File: src/rtl/transpose_rotate_seq_pkg.sv
// Shared types and default geometry for the transpose rotation sequencer.
// Geometry is 8 lanes of 3 bits unless the top is overridden.
package transpose_pkg;

    localparam int DATA_WIDTH     = 3;
    localparam int NUM_PE         = 8;
    localparam int TOTAL_WIDTH    = DATA_WIDTH * NUM_PE;
    localparam int SHIFT_AMT_BITS = $clog2(TOTAL_WIDTH);
    localparam int IDX_BITS       = $clog2(NUM_PE);

    typedef enum logic {ROT_PRE, ROT_POST} rot_mode_e;
    typedef enum logic {S_IDLE, S_ACTIVE} seq_state_e;

    // Rotating right moves lane (i + k) down to lane i.
    localparam bit SHIFT_RIGHT = 1'b0;
    localparam bit SHIFT_LEFT  = 1'b1;

endpackage

File: src/rtl/transpose_rotate_seq_if.sv
// Row stream bundle: input rows, rotated output rows and status.
// master drives rows in and accepts rows out; slave is the sequencer.
interface transpose_rotate_seq_if
    import transpose_pkg::*;
#(
    parameter int DW = DATA_WIDTH,
    parameter int NP = NUM_PE
);
    localparam int TW = DW * NP;
    localparam int IW = $clog2(NP);

    logic          mode;
    logic          in_valid;
    logic          in_ready;
    logic [TW-1:0] in_row;
    logic          out_valid;
    logic          out_ready;
    logic [TW-1:0] out_row;
    logic [IW-1:0] out_idx;
    logic          out_last;
    logic          busy;

    modport master (
        output mode, in_valid, in_row, out_ready,
        input  in_ready, out_valid, out_row, out_idx, out_last, busy
    );

    modport slave (
        input  mode, in_valid, in_row, out_ready,
        output in_ready, out_valid, out_row, out_idx, out_last, busy
    );

endinterface

File: src/rtl/transpose_rotate_seq_circular_shift.sv
// Combinational barrel rotator over a WIDTH-bit word.
// SHIFT_DIR 0 rotates toward bit 0, 1 rotates toward the MSB.
module circular_shift #(
    parameter int WIDTH     = 24,
    parameter bit SHIFT_DIR = 1'b0
) (
    input  logic [WIDTH-1:0]         data,
    input  logic [$clog2(WIDTH)-1:0] amt,
    output logic [WIDTH-1:0]         result
);

    logic [2*WIDTH-1:0] dbl;
    logic [2*WIDTH-1:0] sh;

    assign dbl = {data, data};

    generate
        if (SHIFT_DIR == 1'b0) begin : g_right
            assign sh     = dbl >> amt;
            assign result = sh[WIDTH-1:0];
        end else begin : g_left
            assign sh     = dbl << amt;
            assign result = sh[2*WIDTH-1:WIDTH];
        end
    endgenerate

endmodule

File: src/rtl/transpose_rotate_seq.sv
// Row sequencer: rotates each row of a matrix by a row-dependent lane
// count and presents it through a one-entry registered output stage.
module transpose_rotate_seq
    import transpose_pkg::*;
#(
    parameter int DATA_WIDTH = transpose_pkg::DATA_WIDTH,
    parameter int NUM_PE     = transpose_pkg::NUM_PE
) (
    input  logic                   clk,
    input  logic                   rst,
    transpose_rotate_seq_if.slave  io
);

    localparam int TW    = DATA_WIDTH * NUM_PE;
    localparam int AMT_W = $clog2(TW);
    localparam int IW    = $clog2(NUM_PE);

    localparam logic [IW-1:0]    LAST_ROW = IW'(NUM_PE - 1);
    localparam logic [IW-1:0]    NP_IDX   = IW'(NUM_PE);
    localparam logic [AMT_W-1:0] DW_AMT   = AMT_W'(DATA_WIDTH);

    seq_state_e       state;
    seq_state_e       state_nxt;
    logic [IW-1:0]    row_cnt;
    logic [IW-1:0]    row_cnt_nxt;
    rot_mode_e        mode_q;
    rot_mode_e        mode_eff;
    logic [IW-1:0]    k;
    logic [AMT_W-1:0] amt;
    logic [TW-1:0]    rot_row;
    logic             in_xfer;
    logic             out_xfer;

    assign io.in_ready = !io.out_valid || io.out_ready;
    assign in_xfer     = io.in_valid && io.in_ready;
    assign out_xfer    = io.out_valid && io.out_ready;
    assign io.busy     = (row_cnt != '0);

    // Row 0 takes the live mode; later rows use the latched one.
    assign mode_eff = (state == S_IDLE) ? rot_mode_e'(io.mode) : mode_q;

    always_comb begin
        k = row_cnt;
        if (mode_eff == ROT_POST && row_cnt != '0) begin
            k = NP_IDX - row_cnt;
        end
    end

    assign amt = AMT_W'(k) * DW_AMT;

    circular_shift #(
        .WIDTH     (TW),
        .SHIFT_DIR (SHIFT_RIGHT)
    ) u_shift (
        .data   (io.in_row),
        .amt    (amt),
        .result (rot_row)
    );

    always_ff @(posedge clk or posedge rst) begin
        if (rst) begin
            state   <= S_IDLE;
            row_cnt <= '0;
        end else begin
            state   <= state_nxt;
            row_cnt <= row_cnt_nxt;
        end
    end

    always_comb begin
        state_nxt   = state;
        row_cnt_nxt = row_cnt;
        unique case (state)
            S_IDLE: begin
                if (in_xfer) begin
                    state_nxt   = S_ACTIVE;
                    row_cnt_nxt = IW'(1);
                end
            end
            S_ACTIVE: begin
                if (in_xfer) begin
                    if (row_cnt == LAST_ROW) begin
                        state_nxt   = S_IDLE;
                        row_cnt_nxt = '0;
                    end else begin
                        row_cnt_nxt = row_cnt + IW'(1);
                    end
                end
            end
        endcase
    end

    always_ff @(posedge clk or posedge rst) begin
        if (rst) begin
            mode_q <= ROT_PRE;
        end else if (in_xfer && state == S_IDLE) begin
            mode_q <= rot_mode_e'(io.mode);
        end
    end

    always_ff @(posedge clk or posedge rst) begin
        if (rst) begin
            io.out_valid <= 1'b0;
            io.out_row   <= '0;
            io.out_idx   <= '0;
            io.out_last  <= 1'b0;
        end else if (in_xfer) begin
            io.out_valid <= 1'b1;
            io.out_row   <= rot_row;
            io.out_idx   <= row_cnt;
            io.out_last  <= (row_cnt == LAST_ROW);
        end else if (out_xfer) begin
            io.out_valid <= 1'b0;
        end
    end

endmodule

File: src/flat_wrapper.sv
// flat-port wrapper written by rule: the top's interface ports become plain ports
module transpose_rotate_seq_flat import transpose_pkg::*;
#(
    parameter int DATA_WIDTH = transpose_pkg::DATA_WIDTH,
    parameter int NUM_PE     = transpose_pkg::NUM_PE
)
  (clk, rst, io_mode, io_in_valid, io_in_row, io_out_ready, io_in_ready, io_out_valid, io_out_row, io_out_idx, io_out_last, io_busy);
  transpose_rotate_seq_if #(.DW((DATA_WIDTH)), .NP((NUM_PE))) io_i ();
  input  logic clk;
  input  logic rst;
  input wire logic [$bits(io_i.mode)-1:0] io_mode;
  input wire logic [$bits(io_i.in_valid)-1:0] io_in_valid;
  input wire logic [$bits(io_i.in_row)-1:0] io_in_row;
  input wire logic [$bits(io_i.out_ready)-1:0] io_out_ready;
  output wire logic [$bits(io_i.in_ready)-1:0] io_in_ready;
  output wire logic [$bits(io_i.out_valid)-1:0] io_out_valid;
  output wire logic [$bits(io_i.out_row)-1:0] io_out_row;
  output wire logic [$bits(io_i.out_idx)-1:0] io_out_idx;
  output wire logic [$bits(io_i.out_last)-1:0] io_out_last;
  output wire logic [$bits(io_i.busy)-1:0] io_busy;
  assign io_i.mode = io_mode;
  assign io_i.in_valid = io_in_valid;
  assign io_i.in_row = io_in_row;
  assign io_i.out_ready = io_out_ready;
  assign io_in_ready = io_i.in_ready;
  assign io_out_valid = io_i.out_valid;
  assign io_out_row = io_i.out_row;
  assign io_out_idx = io_i.out_idx;
  assign io_out_last = io_i.out_last;
  assign io_busy = io_i.busy;
  transpose_rotate_seq #(.DATA_WIDTH(DATA_WIDTH), .NUM_PE(NUM_PE)) u_core (.clk(clk), .rst(rst), .io(io_i));
endmodule
File: config.mk
export PLATFORM = sky130hd
export DESIGN_NAME = transpose_rotate_seq_flat
export DESIGN_NICKNAME = d
export VERILOG_FILES = /design/src/rtl/transpose_rotate_seq_pkg.sv /design/src/rtl/transpose_rotate_seq_if.sv /design/src/rtl/transpose_rotate_seq_circular_shift.sv /design/src/rtl/transpose_rotate_seq.sv /design/src/flat_wrapper.sv
export SDC_FILE = /design/constraint.sdc
export NUM_CORES = 1
export LEC_CHECK = 0
export CORE_MARGIN = 5
export CORE_UTILIZATION = 25
export DETAILED_ROUTE_END_ITERATION = 10
export SLEW_MARGIN = 20
export SYNTH_ARGS = -nofsm -noshare
export SYNTH_HDL_FRONTEND = slang
export SYNTH_SLANG_ARGS = --single-unit
export TNS_END_PERCENT = 10
File: constraint.sdc
create_clock -name clk -period 7.8 [get_ports clk]
set_clock_uncertainty 0.15 [all_clocks]
set_input_delay 0.78 -clock clk [delete_from_list [all_inputs] [get_ports clk]]
set_output_delay 0.78 -clock clk [all_outputs]
set_load 0.01 [all_outputs]
Word-level counts from Yosys, hierarchy flattened --
Cells that the tools add are included.
Word-level totals: output and inout port bits 31, bits in registers 34, logic and storage cells 36
Operators by class: equality and inequality tests 3, bitwise operators 1, shifts and indexed selects 1, multiplexer cells 12, $add $sub $neg 2, reduce and logical (&&, ||, !) cells 9, multiply operators 1
Operator list (number):
- 48-bit by 5-bit >> shifter with 24-bit output | 1
- 3-bit 2-to-1 mux | 4
- 1-bit 2-to-1 mux | 6
- 3-bit case mux with 2 select lines | 1
- 3-bit by 2-bit multiplier with 5-bit output, second input constant | 1
- 1-bit logical AND | 4
- 3-bit by 1-bit adder with 3-bit output, second input constant | 1
- 3-bit == test, second input constant | 1
- 3-bit nonzero test | 1
- 1-bit by 3-bit subtractor with 3-bit output, first input constant | 1
- 2-bit by 1-bit inequality test with 1-bit output, second input constant | 1
- 2-bit inequality test, second input constant | 1
- 1-bit case mux with 2 select lines | 1
- 2-bit AND reduction | 1
- 2-bit nonzero test | 1
- 1-bit zero test | 1
- 1-bit logical OR | 1
- 1-bit NOT | 1

Logic depth before layout (Yosys ltp) --
depth after elaboration 5, mapped depth 17, gate-level depth less buffers 14

Cells and area by module --
A second synthesis with hierarchy kept.
Second synthesis, totals: cell total of the unflattened synthesis 310, area, all modules 3384.5 um^2
Modules (own cells, without submodules):
- circular_shift | times used 1, cells an instance 207, seq. area each 0.0 um^2, area each 1870.5 um^2
- transpose_rotate_seq | times used 1, cells an instance 103, seq. area each 850.8 um^2, area each 1514.0 um^2

Worst setup path before layout --
OpenSTA, ideal clock, no wires.
path type reg-to-reg, from register u_core.row_cnt[0], to register u_core.io.out_row[11], slack 3874 ps, setup time 126 ps, cell stages (with the launch flop) 15, data required time 7524 ps, arrival 3650 ps, cell sequence dfrtp_1 -> buf_2 -> inv_2 -> ha_1 -> ha_1 -> nor2_1 -> a21o_1 -> ha_1 -> inv_1 -> fa_1 -> buf_2 -> buf_2 -> mux4_2 -> mux4_2 -> a221o_1
On the way: word-level cells in the longest chain between the ends 5, elaborated cells between the ends (all ways) 6, those cells by class 1 x add/sub; 1 x mul; 1 x shift; 1 x mux; 2 x reduce/logical
Ends and longest elaborated chain:
- start, declared | line transpose_rotate_seq.sv:24 | logic [IW-1:0] row_cnt;
- start signal, assigned | line transpose_rotate_seq.sv:66 | row_cnt <= row_cnt_nxt;
- parallel branches: the longest is 2 deep, another holds 1-bit by 3-bit subtractor with 3-bit output
- 3-bit 2-to-1 mux * | line transpose_rotate_seq.sv:44 | if (mode_eff == ROT_POST && row_cnt != '0) begin
- 3-bit by 2-bit multiplier with 5-bit output * | line transpose_rotate_seq.sv:49 | assign amt = AMT_W'(k) * DW_AMT;
- 48-bit by 5-bit >> shifter with 24-bit output * | line transpose_rotate_seq_circular_shift.sv:19 | assign sh = dbl >> amt;
- end signal, assigned | line transpose_rotate_seq.sv:109 | io.out_row <= rot_row;
- end, declared | line transpose_rotate_seq_if.sv:30 | output in_ready, out_valid, out_row, out_idx, out_last, busy
Every way passes the cells marked *. A chain may end at the register's enable or synchronous reset.

Worst setup path in the final report --
Same ends and word-level chain as after synthesis.

==> impl_metrics.py <==
metrics = {
    "synth": {
        "syn_inst": 304,
        "synth-seq-cells": 34,
        "ys_seq_area_share_pct": 26.1,
        "syn_area_mm2": 0.00326,
        "synthDistinctLibCells": 43,
        "ys_top_cells_by_area": "dfrtp_1 26%, mux4_2 20%, mux2i_1 13%, mux2_2 4.8%, nand2_1 3.7%",
        "syn_nets": 342,
        "synth_warnings": 0,
        "synth_top_area_cell": "dfrtp_1",
        "avgSynthCellArea_um2": 10.7,
        "synthDominantCellAreaShare_pct": 26.1,
    },
    "setup_path": {
        "critPathCapture": "u_core.io.out_row[11]$_DFFE_PP0P_",
        "crit_required_ns": 7.80,
        "setup.worst_path.start_class": "flip-flop",
        "slowest_delay_ns": 0.96,
        "cp_slowest_cell": "fa_2",
        "cpMostUsedCell": "ha_1",
        "cp-startpoint": "u_core.row_cnt[0]$_DFFE_PP0P_",
        "arrival_ns": 4.76,
        "crit_type": "reg2reg",
        "r2r_start": "u_core.row_cnt[0]$_DFFE_PP0P_",
        "cp_max_fo": 35,
        "r2r_end": "u_core.io.out_row[11]$_DFFE_PP0P_",
        "ff2ff_setup_slack_ns": 3.03,
        "rr_worst_depth": 14,
        "worstPathCellList": "buf_4 -> inv_2 -> ha_1 -> ha_1 -> nor2_1 -> a21o_1 -> ha_4 -> inv_1 -> fa_2 -> mux4_2 -> mux2i_1 -> nand2_1 -> and4_1 -> a221o_1",
        "endpoint_kind": "flip-flop",
    },
    "final_layout": {
        "drive_above_1_share_pct": 16.3,
        "antenna_cells": 0,
        "fillers": 1321,
        "fin_nets": 387,
        "stdcell_count": 522,
        "area_delta_synth_final_pct": 26.0,
    },
    "sta": {
        "whs_ns": 0.327,
        "worstMarginPinSlew_ns": 1.18,
        "hold_viol": 0,
        "relSlewSlack_pct": 20.7,
        "finalSetupViolations": 0,
        "fin_crit_sh_pct": 61.1,
        "final.min_clock_period_ns": 4.77,
        "fin_setup_tns_ns": 0,
        "rsz0062_at_grt": "false",
        "setup_slack_ns": 3.03,
        "finalMaxSlewViolations": 0,
        "fmax_mhz": 210,
    },
    "clocking": {
        "cts_resized": 0,
        "cts_sinks": 34,
        "clkTransAtPathRegs_ns": 0.05,
        "insertion_delay_ns": 0.27,
        "clock-root-buffer": "clkbuf_16",
        "h-tree-depth": 2,
        "cts_tree": "yes",
        "cts-buffers-inserted": 5,
        "postCtsHoldBufs": 0,
        "postCtsSetupBuffers": 0,
        "clockBufferDepth": 2,
    },
    "placement": {
        "io_buffers": 59,
        "place_inst": 514,
        "dp_hpwl_um": 7520,
        "place_ws_ns": 2.70,
        "gp_congestion": 0.932,
    },
    "floorplan": {
        "coreArea_mm2": 0.0127,
        "fp.dieH_um": 124,
        "initial_core_util_pct": 25.6,
        "die_width_um": 124,
        "die-area_mm2": 0.0154,
        "ios": 60,
        "std_cell_rows": 41,
    },
    "detailed_routing": {
        "firstDrtPassIters": 5,
        "routedWlPerCell_um": 18.3,
        "drt-initial-drc-count": 217,
        "drc": 0,
        "dr_total_vias": 2766,
        "vias_per_cell": 5.30,
        "drtAntennaViolNets": 0,
        "totalWireLength_um": 9530,
    },
    "hold_path": {
        "hold_path.class": "reg2reg",
    },
    "global_routing": {
        "grt_start_max_net_pins": 44,
        "grtUsageTotal_pct": 12.3,
        "grt_pass1_vias": 2750,
        "grt_pass1_wl_um": 15700,
        "antenna_found_initial": 0,
        "overflow": 0,
    },
    "run": {
        "maxCapViolations": 0,
    },
    "run_status": {
        "status": "finished, final reports clean",
    },
}
## per-stage QoR
stage,cell area [um2],util (%)
global route,4110,32.3
floorplan,3260,-
CTS,4100,32.2
finish,4110,32.3
global placement,3930,30.9
detailed placement,3930,30.9
## cell usage in the layout (no fill, tap or decap), types with 2 or more instances in the layout
cell	count
o21a_1	2
dfrtp_1	34
o31ai_1	2
nand3_1	19
a211oi_1	2
o21ai_0	21
o21ai_1	4
nor3_1	2
a32oi_1	2
clkdlybuf4s50_1	59
mux2_2	14
nand2_1	32
and3_1	7
mux2i_1	41
a21oi_1	2
nand2b_1	6
mux4_1	2
a311oi_1	2
inv_1	8
clkbuf_1	2
a221o_1	8
nor2_1	10
o211ai_1	4
o221ai_1	2
mux4_2	29
clkbuf_16	5
a21boi_0	2
buf_4	3
ha_1	7
a21o_1	3
## routing by layer
| layer | share of wire, % | vias to the layer above | global-route usage (%) |
|---|---|---|---|
| met2 | 42 | 135 | 17.2 |
| met3 | 7.9 | 9 | 2.62 |
| met1 | 48 | 1353 | 18.8 |
| met5 | 0 | - | 0 |
| met4 | 1.3 | 0 | 3.35 |
| li1 | - | 1269 | - |
## flip-flops by register name, summed over array words and instances, names as in the netlist
register and count:
u_core.row_cnt 3, u_core.state 1, u_core.io.out_last 1, u_core.io.out_row 24, u_core.io.out_idx 3, u_core.io.out_valid 1, u_core.mode_q 1
## worst min-delay path by stage
stage                                      start                           endpoint  slack, ns  cells past startpoint
2_1_floorplan          u_core.mode_q$_DFFE_PP0P_          u_core.mode_q$_DFFE_PP0P_       0.35                      1
3_3_place_gp   u_core.io.out_row[18]$_DFFE_PP0P_  u_core.io.out_row[18]$_DFFE_PP0P_       0.31                      2
3_5_place_dp    u_core.io.out_row[8]$_DFFE_PP0P_   u_core.io.out_row[8]$_DFFE_PP0P_       0.32                      2
4_1_cts         u_core.io.out_row[8]$_DFFE_PP0P_   u_core.io.out_row[8]$_DFFE_PP0P_       0.33                      2
5_1_grt           u_core.io.out_last$_DFFE_PP0P_     u_core.io.out_last$_DFFE_PP0P_       0.36                      2
6_report        u_core.io.out_row[8]$_DFFE_PP0P_   u_core.io.out_row[8]$_DFFE_PP0P_       0.33                      2
## layout make-up
class	count	area [um2]	share of cell area, %
clock buffer	7	133	3.23
clock inverter	1	30.0	0.731
inverter	9	33.8	0.822
multi-input combinational	237	2230	54.4
sequential	34	851	20.7
tap	172	215	5.24
timing repair buffer	62	613	14.9
## Yosys cell counts
library cell and n:
o21a_1 2, nand3b_1 1, buf_4 3, a21oi_1 2, ha_1 8, mux4_2 29
buf_6 4, a211oi_1 2, and3_1 7, a32oi_1 2, fa_1 1, a21boi_0 2
a22o_1 1, a21o_1 3, mux2_2 14, nor2_1 10, nand2_8 1, nand2_1 32
dfrtp_1 34, mux2_4 1, a211o_1 1, a22oi_1 1, nand2b_1 6, xnor2_1 1
buf_2 9, o31ai_1 2, a311oi_1 2, buf_12 1, mux2i_1 41, and4_1 1
nor3_1 2, nand4b_1 1, a221o_1 8, o221ai_1 2, and2_1 1, o21ai_1 4
mux4_1 2, o211ai_1 4, o21ai_0 21, inv_1 8, clkbuf_1 7, nand3_1 19
inv_2 1
## cell families (layout without fill, tap and decap cells)
kind of cell	Yosys count	in the layout	synth area share, %
and+or+nand+nor	81	81	12.1
adders and majority gates	9	9	3.68
buffers and inverters	33	79	5.91
xor gates and xnor gates	1	1	0.269
DFF	34	34	26.1
muxes	87	87	39.5
AOI/OAI and AO/OA	59	59	12.4
## critical path, delay by kind of cell, from the launching register on
kind / cells / cell delay, ns
mux: 2 / 0.87
buf+inv: 3 / 0.66
simple gates: 3 / 0.53
flops: 1 / 0.32
compound gates: 2 / 0.51
fa+ha+maj: 4 / 1.57
Power is not shown: default switching activity piles up to over one toggle a cycle in this logic, so the estimate is an artifact.
